**config.mk**
```make
export PLATFORM = sky130hd
export DESIGN_NAME = bullet_ctrl
export DESIGN_NICKNAME = d
export VERILOG_FILES = /design/src/rtl/bullet_ctrl.sv
export SDC_FILE = /design/constraint.sdc
export NUM_CORES = 1
export LEC_CHECK = 0
export CAP_MARGIN = 20
export CORE_ASPECT_RATIO = 0.6
export CORE_UTILIZATION = 47
export DETAILED_ROUTE_END_ITERATION = 16
export PLACE_DENSITY = 0.82
export RECOVER_POWER = 25
export SLEW_MARGIN = 20
export SYNTH_ARGS = -nofsm -noshare
export SYNTH_HDL_FRONTEND = slang
export SYNTH_SLANG_ARGS = --single-unit
export TNS_END_PERCENT = 30
```
**constraint.sdc**
```tcl
create_clock -name clk -period 1.7 [get_ports clk]
set_input_delay 0.34 -clock clk [delete_from_list [all_inputs] [get_ports clk]]
set_output_delay 0.34 -clock clk [all_outputs]
set_load 0.01 [all_outputs]
```
**src/rtl/bullet_ctrl.sv**
```systemverilog
// Bullet sequencer: movement-tick prescaler, fire-button synchronizer with edge
// detect, and the shot / flight / collision-check FSM with cooldown and shot count.
module bullet_ctrl #(
    parameter int unsigned DIV        = 250000,
    parameter int unsigned COOL_TICKS = 4,
    parameter int unsigned ALIEN_ROWS = 8
) (
    input  logic       clk,
    input  logic       rst_n,
    input  logic       game_run_i,
    input  logic       fire_btn_i,
    input  logic       bullet_flying_i,
    input  logic [4:0] bullet_x_i,
    input  logic [3:0] bullet_y_i,
    input  logic       alien_present_i,
    output logic       bullet_enable_o,
    output logic       bullet_shoot_o,
    output logic       bullet_hit_o,
    output logic       query_valid_o,
    output logic [4:0] query_x_o,
    output logic [3:0] query_y_o,
    output logic       kill_valid_o,
    output logic [4:0] kill_x_o,
    output logic [3:0] kill_y_o,
    output logic [7:0] shots_fired_o
);

    localparam int unsigned   PW         = (DIV > 1) ? $clog2(DIV) : 1;
    localparam logic [PW-1:0] PRESC_LAST = PW'(DIV - 1);
    localparam logic [PW-1:0] PRESC_ONE  = PW'(1);
    localparam logic [PW-1:0] PRESC_ZERO = PW'(0);
    localparam logic [4:0]    ROW_LIMIT  = 5'(ALIEN_ROWS);
    localparam logic [3:0]    COOL_INIT  = 4'(COOL_TICKS);

    typedef enum logic [2:0] {
        IDLE     = 3'd0,
        READY    = 3'd1,
        FIRE     = 3'd2,
        FLIGHT   = 3'd3,
        CHECK    = 3'd4,
        WAIT     = 3'd5,
        HIT      = 3'd6,
        COOLDOWN = 3'd7
    } state_t;

    state_t        state_q, state_d;
    logic [PW-1:0] presc_q, presc_d;
    logic          sync1_q, sync2_q, sync3_q;
    logic [3:0]    cool_q, cool_d;
    logic [7:0]    shots_q, shots_d;
    logic [4:0]    lat_x_q, lat_x_d;
    logic [3:0]    lat_y_q, lat_y_d;
    logic          kill_valid_q, kill_valid_d;
    logic [4:0]    kill_x_q, kill_x_d;
    logic [3:0]    kill_y_q, kill_y_d;

    logic tick_s;
    logic fire_edge_s;
    logic y_in_grid_s;
    logic shoot_s;
    logic hit_s;
    logic query_s;

    assign tick_s      = game_run_i & (presc_q == PRESC_LAST);
    assign fire_edge_s = sync2_q & ~sync3_q;
    assign y_in_grid_s = ({1'b0, bullet_y_i} < ROW_LIMIT);

    // Prescaler: free-runs 0..DIV-1 during play, parked at zero otherwise
    always_comb begin
        presc_d = presc_q;
        if (!game_run_i || tick_s) begin
            presc_d = PRESC_ZERO;
        end else begin
            presc_d = presc_q + PRESC_ONE;
        end
    end

    // State register
    always_ff @(posedge clk or negedge rst_n) begin
        if (!rst_n) begin
            state_q <= IDLE;
        end else begin
            state_q <= state_d;
        end
    end

    // Next-state logic; leaving play overrides every other transition
    always_comb begin
        state_d = state_q;
        if (!game_run_i) begin
            state_d = IDLE;
        end else begin
            case (state_q)
                IDLE:     state_d = READY;
                READY:    if (fire_edge_s) state_d = FIRE; else state_d = READY;
                FIRE:     if (bullet_flying_i) state_d = FLIGHT; else state_d = FIRE;
                FLIGHT: begin
                    if (!bullet_flying_i) begin
                        state_d = COOLDOWN;
                    end else if (tick_s) begin
                        state_d = CHECK;
                    end else begin
                        state_d = FLIGHT;
                    end
                end
                CHECK: begin
                    if (!bullet_flying_i) begin
                        state_d = COOLDOWN;
                    end else if (!y_in_grid_s) begin
                        state_d = FLIGHT;
                    end else begin
                        state_d = WAIT;
                    end
                end
                WAIT:     if (alien_present_i) state_d = HIT; else state_d = FLIGHT;
                HIT:      if (!bullet_flying_i) state_d = COOLDOWN; else state_d = HIT;
                COOLDOWN: if (cool_q == 4'd0) state_d = READY; else state_d = COOLDOWN;
                default:  state_d = IDLE;
            endcase
        end
    end

    // FSM outputs; the grid query is issued only for a live bullet inside the grid
    always_comb begin
        shoot_s = 1'b0;
        hit_s   = 1'b0;
        query_s = 1'b0;
        case (state_q)
            FIRE:    shoot_s = 1'b1;
            HIT:     hit_s   = 1'b1;
            CHECK:   query_s = bullet_flying_i & y_in_grid_s;
            default: query_s = 1'b0;
        endcase
    end

    // Cooldown, shot counter, query latch and kill report next-state
    always_comb begin
        cool_d       = cool_q;
        shots_d      = shots_q;
        lat_x_d      = lat_x_q;
        lat_y_d      = lat_y_q;
        kill_valid_d = 1'b0;
        kill_x_d     = kill_x_q;
        kill_y_d     = kill_y_q;
        if (!game_run_i) begin
            cool_d   = 4'd0;
            kill_x_d = 5'd0;
            kill_y_d = 4'd0;
        end else begin
            if ((state_d == COOLDOWN) && (state_q != COOLDOWN)) begin
                cool_d = COOL_INIT;
            end else if ((state_q == COOLDOWN) && tick_s && (cool_q != 4'd0)) begin
                cool_d = cool_q - 4'd1;
            end else begin
                cool_d = cool_q;
            end
            if ((state_q == FIRE) && bullet_flying_i && (shots_q != 8'hFF)) begin
                shots_d = shots_q + 8'd1;
            end else begin
                shots_d = shots_q;
            end
            if (query_s) begin
                lat_x_d = bullet_x_i;
                lat_y_d = bullet_y_i;
            end else begin
                lat_x_d = lat_x_q;
                lat_y_d = lat_y_q;
            end
            if ((state_q == WAIT) && alien_present_i) begin
                kill_valid_d = 1'b1;
                kill_x_d     = lat_x_q;
                kill_y_d     = lat_y_q;
            end else begin
                kill_valid_d = 1'b0;
            end
        end
    end

    // Datapath registers and the fire-button synchronizer chain
    always_ff @(posedge clk or negedge rst_n) begin
        if (!rst_n) begin
            presc_q      <= PRESC_ZERO;
            sync1_q      <= 1'b0;
            sync2_q      <= 1'b0;
            sync3_q      <= 1'b0;
            cool_q       <= 4'd0;
            shots_q      <= 8'd0;
            lat_x_q      <= 5'd0;
            lat_y_q      <= 4'd0;
            kill_valid_q <= 1'b0;
            kill_x_q     <= 5'd0;
            kill_y_q     <= 4'd0;
        end else begin
            presc_q      <= presc_d;
            sync1_q      <= fire_btn_i;
            sync2_q      <= sync1_q;
            sync3_q      <= sync2_q;
            cool_q       <= cool_d;
            shots_q      <= shots_d;
            lat_x_q      <= lat_x_d;
            lat_y_q      <= lat_y_d;
            kill_valid_q <= kill_valid_d;
            kill_x_q     <= kill_x_d;
            kill_y_q     <= kill_y_d;
        end
    end

    assign bullet_enable_o = tick_s;
    assign bullet_shoot_o  = shoot_s;
    assign bullet_hit_o    = hit_s;
    assign query_valid_o   = query_s;
    assign query_x_o       = query_s ? bullet_x_i : 5'd0;
    assign query_y_o       = query_s ? bullet_y_i : 4'd0;
    assign kill_valid_o    = kill_valid_q;
    assign kill_x_o        = kill_x_q;
    assign kill_y_o        = kill_y_q;
    assign shots_fired_o   = shots_q;

endmodule

```
==> run metrics, run 1 <==
critical path required time 1.36 ns; FP Rows 20; clk sinks 55; unique cell type count in the Yosys netlist 45; part of the power in the clock network 0.310; Final Hold Viols 0; minimum clock period slightly above 2 ns; Die ar. 5960 µm²; family with the most delay on the worst path simple AND/OR/NAND/NOR gates; CP Class flop to output pin; initial antenna violation count 0; fin area 3880 µm²; 1st-iter DRT viols 130; setup slack after layout -0.337 ns; DR pass1 iterations 4; Reg power frac 0.592; core area 5260 µm²; vias in the first global route 2264; Final HPWL DP 4680 µm; Remaining DRCs 0; Yosys top cell area share 0.519; relative slew slack 0.101; Worst Setup End Kind output pin; most frequent CP cell buf_6; Leak between 1.5 and 2 nW; H-tree levels 2; crit share post-route 1.20; P_sw 0.566 mW; Layout area overhead 46.4%; Synth area leaders dfrtp_1 (52%), xnor2_1 (5.3%), nand2_1 (4.8%); Clk Latency, worst-skew pair 0.31 ns; syn nets 279; worst slew pin tran ~1.3 ns; Yosys warning count 0; mux cell area share after synthesis 0.0420; via count around 2400; port buffer count 44; WP data arrival 1.70 ns; sequential area share after synthesis 0.519; Yosys reg bits 55; area leader, netlist dfrtp_1; endpoints failing setup 34; Synth Area in Adders 0.0189; drt total wl 7050 µm; global-route wire length before repair around 11000 µm; Internal Power 1.72 mW; CTS Hold Buffers Added 0; share of cells above drive strength 1 0.341; die height about 60 µm; total global routing overflow 0; clock-pin transition on the worst setup and hold timing paths 0.10 ns; CP max stage cell dfrtp_1; I/O pin count 46; DRT antenna net count 0; Worst VDD drop 0.486 mV; Die X between 90 and 100 µm; largest net degree at the start of global routing 56; number of flops mapped to enable cells by yosys 0; Mapped Area 2650 µm²; worst hold slack ~0.38 ns; Synth Area in Simple Gates 0.246; per-cell routed wire length 16.4 µm; GPL Wtd Cong 0.842; Comb power frac 0.097; fin. max-slew vios 0; startpoint types flop; Hold Crit Class flop to flop; Num CTS Buffers 5; Starting Density 0.505; clock root cell clkbuf_8; Synth Area in XOR/XNOR 0.0892; outcome finished with violations; syn_area_per_cell around 10 µm²; CP Cell Sequence and2b_1 > nor3b_4 > buf_6 > buf_6 > and2_4 > buf_6; violated checks setup timing; Async SR Flop Fraction 1.00; crit-path max cell delay 0.40 ns; ANT cells 0; clock tree from TritonCTS built; GRT Util Overall 0.243; RSZ-0062 raised after global routing true; Synth Flop Type dfrtp_1; Critical Path Fanout Max 4; clk buf depth 2; Cell Pwr Density 590 nW/µm²; max cap viols 0; Final nets 382; Bufs and invs on worst path 3; average vias per placed instance 5.47; Max Fclk 491 MHz; Compound-Gate Fraction of Synth Area 0.0623; largest family of logic cells by synthesized area simple AND/OR/NAND/NOR gates; Worst Clk Skew 0.00599 ns; placed cell area 3530 µm²; switch share 0.247; post-synthesis cell count 260
[synth_stat cells, drive strengths merged, types with 4 or more instances]
cell type	instances
nand4	7
nor3b	5
xnor2	16
and3	4
dfrtp	55
nor2	30
inv	6
nor3	6
nand3	11
a21oi	11
nand2	35
xor2	11
and2	13
ha	4
mux2	9
[flip-flops by register name (all words and copies together), names as in the netlist]
name,count
sync2_q,1
kill_valid_o,1
sync1_q,1
kill_x_o,5
sync3_q,1
lat_x_q,5
cool_q,4
shots_fired_o,8
lat_y_q,4
state_q,3
kill_y_o,4
presc_q,18
[cell usage in the layout, fill, tap and decap left out, drive strengths merged, types with 9 or more instances in the layout]
| cell type | synthesis | layout |
|---|---|---|
| clkdlybuf4s50 | 0 | 27 |
| mux2 | 9 | 9 |
| and2 | 13 | 13 |
| nand2 | 35 | 35 |
| a21oi | 11 | 11 |
| dfrtp | 55 | 55 |
| nor2 | 30 | 30 |
| buf | 3 | 69 |
| nand3 | 11 | 11 |
| xnor2 | 16 | 16 |
| xor2 | 11 | 11 |
[layout make-up]
class                   count  area (µm²)
clock buffers               5        68.8
clock inverters             3        15.0
fillers                   358        1370
inverters                   6        22.5
multi-input cells         193        1370
flip-flops and latches     55        1380
well taps                  66        82.6
repair buffers            102         942
[cells by family after synthesis]
logic type,Yosys count
mux,10
other cells,1
flops,55
xor+xnor,27
buf+inv,12
compound gates,25
simple gates,126
fa+ha+maj,4
[what timing repair did]
item / 4_1_cts / 5_1_grt
setup buffers: 9 / 3
resized for setup: 84 / 29
setup endpoints to repair: 52 / 53
gates cloned: 2 / 0
pin swaps: 16 / 8
[metal layers]
metal | vias to the layer above | part of all wire | global-route usage
li1 | 1091 | - | -
met1 | 1184 | 0.47 | 0.325
met2 | 70 | 0.48 | 0.411
met3 | 6 | 0.045 | 0.0433
met4 | 0 | 0.0075 | 0.0725
met5 | - | 0 | 0
[worst reg2reg max path, stage by stage (launching register included)]
cell	delay [ns]
dfrtp_1	0.39
or4_4	0.55
buf_6	0.14
nor3_4	0.19
buf_6	0.16
nand2_4	0.06
nand2_4	0.08
buf_12	0.11
buf_16	0.11
nor2_1	0.04
[worst paths after layout]
check,from,endpoint,slack (ns),cells past startpoint
worst max register to register,presc_q[10]$_DFF_PN0_,presc_q[10]$_DFF_PN0_,-0.24,9
min in group asynchronous,rst_n,shots_fired_o[5]$_DFFE_PN0P_,0.41,2
worst min-delay path,sync1_q$_DFF_PN0_,sync2_q$_DFF_PN0_,0.38,0
max in group asynchronous,rst_n,shots_fired_o[0]$_DFFE_PN0P_,0.39,2
worst min register to register,sync1_q$_DFF_PN0_,sync2_q$_DFF_PN0_,0.38,0
worst max-delay path,state_q[1]$_DFF_PN0_,query_x_o[3],-0.34,6
[metrics by stage]
| stage | setup TNS (ns) | std cells | total power, mW | setup WS [ns] | util |
|---|---|---|---|---|---|
| 2_1_floorplan | -0.575 | 260 | 1.44 | -0.0469 | - |
| 3_3_place_gp | -13.66 | 411 | 1.57 | -0.573 | 0.671 |
| 3_5_place_dp | -16.70 | 411 | 1.58 | -0.646 | 0.671 |
| 4_1_cts | -6.87 | 430 | 2.30 | -0.430 | 0.724 |
| 5_1_grt | -9.03 | 430 | 2.38 | -0.373 | 0.739 |
| 6_report | -7.22 | 430 | 2.29 | -0.337 | 0.739 |
[power by group through the flow]
stage	clock [mW]	combinational, mW	sequential (mW)
finish	0.711	0.223	1.36
detailed placement	0	0.201	1.38
floorplan	0	0.0622	1.38
global placement	0	0.195	1.38
CTS	0.724	0.220	1.36
global route	0.774	0.242	1.36
No activity file was read; power rests on OpenSTA's default activity.
==> run 2, diff against run 1 <==
--- a/config.mk
+++ b/config.mk
@@ -5,11 +5,13 @@
 export SDC_FILE = /design/constraint.sdc
 export NUM_CORES = 1
 export LEC_CHECK = 0
+export ABC_AREA = 1
 export CAP_MARGIN = 20
 export CORE_ASPECT_RATIO = 0.6
-export CORE_UTILIZATION = 47
+export CORE_UTILIZATION = 48
+export CTS_CLUSTER_SIZE = 28
 export DETAILED_ROUTE_END_ITERATION = 16
-export PLACE_DENSITY = 0.82
+export PLACE_DENSITY = 0.83
 export RECOVER_POWER = 25
 export SLEW_MARGIN = 20
 export SYNTH_ARGS = -nofsm -noshare
==> run 2 against run 1 <==
Against the previous run: critical endpoint is now bullet_enable_o; first-iteration DRC count increased by 28%; critical path type unchanged; clock skew increased by 0.0032 ns; register-to-register slack improved by 0.09 ns; count of clock-buffer cells in the layout increased by 1; setup slack improved by 0.11 ns; sequential cell count unchanged; routed wire length increased by 12%; maximum frequency increased by 5.9%; the run still ends with setup timing left.
==> run metrics, run 2 <==
max cap viols 0 (unchanged); DR pass1 iterations 4 (unchanged); clock-pin transition on the worst setup and hold timing paths 0.10 ns (about the same); fin area 4210 µm² (+8.4%); met2 WL post-DR 3890 µm (+15%); Hold Crit Class flop to flop; Cell Pwr Density 627 nW/µm² (+6.3%); Yosys warning count 0 (unchanged); GRT Util Overall 0.246 (+0.00291); Starting Density 0.498 (-0.00723); worst slew pin tran 1.05 ns (-0.297 ns); r2r startpoint presc_q[0]$_DFF_PN0_; placed cell area 3750 µm² (+6.2%); core area 5570 µm² (+6.0%); Comb power frac 0.167 (+0.070); startpoint types flop; 1st-iter DRT viols 166 (+28%); violated checks setup timing; global-route wire length before repair 11300 µm (+3.7%); Num CTS Buffers 5 (unchanged); total global routing overflow 0 (unchanged); most frequent cells in the layout buf_4 (68), nand2_1 (58), dfrtp_1 (54), inv_1 (31), clkdlybuf4s50_1 (29); largest net degree at the start of global routing 22 (-61%); Crit. Startpoint presc_q[13]$_DFF_PN0_; fin. max-slew vios 0 (unchanged); FP Rows 21 (+5.0%); area leader, netlist dfrtp_1; Worst Clk Skew 0.00921 ns (+0.00322 ns); FF-to-FF End presc_q[16]$_DFF_PN0_; crit share post-route 1.13 (-0.0666); drt total wl 7860 µm (+12%); unique cell type count in the Yosys netlist 36 (-20%); GPL Wtd Cong 0.867 (+2.9%); RSZ-0062 raised after global routing true; clk sinks 55 (unchanged); endpoints failing setup 26 (-24%); Reg2Reg Depth 12 (+3); share of cells above drive strength 1 0.400 (+0.0589); Synth area leaders dfrtp_1 (50%), nand2_1 (9.1%), nor2_1 (5.7%); Async SR Flop Fraction 1.00 (unchanged); critical path required time 1.36 ns (about the same); initial antenna violation count 0 (unchanged); syn nets 341 (+22%); Critical Path Fanout Max 2 (-2); vias in the first global route 2453 (+8.3%); top routing layer used met4; Final nets 466 (+22%); Remaining DRCs 0 (unchanged); clock root cell clkbuf_8; Synth Flop Type dfrtp_1; switch share 0.270 (+0.0228); final core occ 0.756 (+0.0166); Yosys top cell area share 0.497 (-0.0223); per-cell routed wire length 14.9 µm (-9.2%); Layout area overhead 51.9%; syn_area_per_cell 8.61 µm² (-16%); setup slack after layout -0.224 ns (+0.113 ns); number of flops mapped to enable cells by yosys 0 (unchanged); Final HPWL DP 4870 µm (+4.0%); part of the power in the clock network 0.302 (-0.008); most common cell after layout, fill and taps aside buf_4; outcome finished with violations; average vias per placed instance 4.99 (-8.8%); Clk Latency, worst-skew pair 0.32 ns (about the same); Reg power frac 0.531 (-0.061); wl on met1 3420 µm (+3.9%); Max Fclk 520 MHz (+5.9%); post-synthesis cell count 322 (+24%); most flop-heavy register presc_q; die height 60.9 µm (+1.1%); CP Class flop to output pin; WP data arrival 1.58 ns (-0.12 ns); Worst VDD drop 0.364 mV (-25%); Largest register FFs 18 (unchanged); worst hold slack 0.364 ns (-0.0168 ns); Leak 2.02 nW (+13%); DRT antenna net count 0 (unchanged); via count 2634 (+12%); sequential area share after synthesis 0.497 (-0.0223); Yosys reg bits 55 (unchanged); Die ar. 6090 µm² (+2.2%); Final Hold Viols 0 (unchanged); Internal Power 1.93 mW (+12%); P_sw 0.713 mW (+26%); crit path to bullet_enable_o; minimum clock period 1.92 ns (-0.113 ns); R2R Setup Slk -0.15 ns (+0.09 ns); pre-CTS setup slack -0.485 ns (+0.161 ns); most frequent cell after synthesis nand2_1; clock tree from TritonCTS built; ANT cells 0 (unchanged); I/O pin count 46 (unchanged); DR WL met3 452 µm (+41%); most frequent cells after synthesis nand2_1 (67), dfrtp_1 (55), nor2_1 (42); Worst Setup End Kind output pin; port buffer count 44 (unchanged); clk buf depth 2 (unchanged); Mapped Area 2770 µm² (+4.5%); H-tree levels 2 (unchanged); relative slew slack 0.299 (+0.198); Die X 100 µm (+1.1%)
run 2: cell families (layout without fill, tap and decap cells):
kind of cell | Yosys count | count (layout) | share of synthesized area
AO/OA/AOI/OAI | 29 | 29 | 0.0632
XOR/XNOR | 12 | 12 | 0.0379
adder cells (fa/ha/maj) | 4 | 4 | 0.0181
buffers and inverters | 49 | 174 | 0.0704
flip-flops | 55 | 55 | 0.497
multiplexers | 2 | 2 | 0.00767
other | 1 | 1 | 0.00135
AND/OR/NAND/NOR | 170 | 171 | 0.305
run 2: through the flow:
stage / std cells / TNS, ns / power [mW]
after global placement: 502 / -6.02 / 1.78
after floorplan: 322 / 0 / 1.58
after CTS: 520 / -1.77 / 2.62
after global routing: 528 / -6.99 / 2.75
after detailed placement: 502 / -7.23 / 1.80
final: 528 / -2.44 / 2.64
run 2: repair_timing:
action                                  in CTS  in global routing
endpoints found under the setup margin      28                 45
hold endpoints to repair                    18                  0
hold buffers                                 1                  0
buffers inserted                             8                  9
pin swaps                                   11                 19
resized for setup                           72                 51
cloned                                       1                  0
run 2: metal layers:
layer / vias to the layer above / track usage
li1: 1263 / -
met1: 1283 / 0.324
met2: 78 / 0.422
met3: 10 / 0.0553
met4: 0 / 0.0621
met5: - / 0
run 2: worst min-delay path by stage:
stage	from	end	slack [ns]	cells past startpoint
after CTS	sync1_q$_DFF_PN0_	sync2_q$_DFF_PN0_	0.36	0
after global routing	sync1_q$_DFF_PN0_	sync2_q$_DFF_PN0_	0.38	0
after global placement	rst_n	presc_q[11]$_DFF_PN0_	0.32	1
after floorplan	rst_n	cool_q[0]$_DFFE_PN0P_	0.04	0
final	sync1_q$_DFF_PN0_	sync2_q$_DFF_PN0_	0.36	0
after detailed placement	rst_n	presc_q[11]$_DFF_PN0_	0.32	1
run 2: cell type report:
type                            instances  area (µm²)
Clock buffer                            6        82.6
Clock inverter                          2        20.0
Timing Repair Buffer                  122        1020
Tap cell                               80         100
Inverter                               44         173
Fill cell                             348        1360
Multi-Input combinational cell        219        1440
Sequential cell                        55        1380
run 2: power groups by stage:
stage          clock network [mW]  logic, mW  registers (mW)
6_report                    0.797      0.442            1.40
5_1_grt                     0.866      0.479            1.41
4_1_cts                     0.813      0.406            1.40
3_5_place_dp                    0      0.377            1.42
3_3_place_gp                    0      0.362            1.42
2_1_floorplan                   0      0.140            1.44
run 2: critical path: stages (launching register included):
cell and delay [ns]:
dfrtp_1 0.40, inv_2 0.06, nand4_1 0.20, nor4_4 0.27, inv_1 0.09, nor2_1 0.10
buf_2 0.14
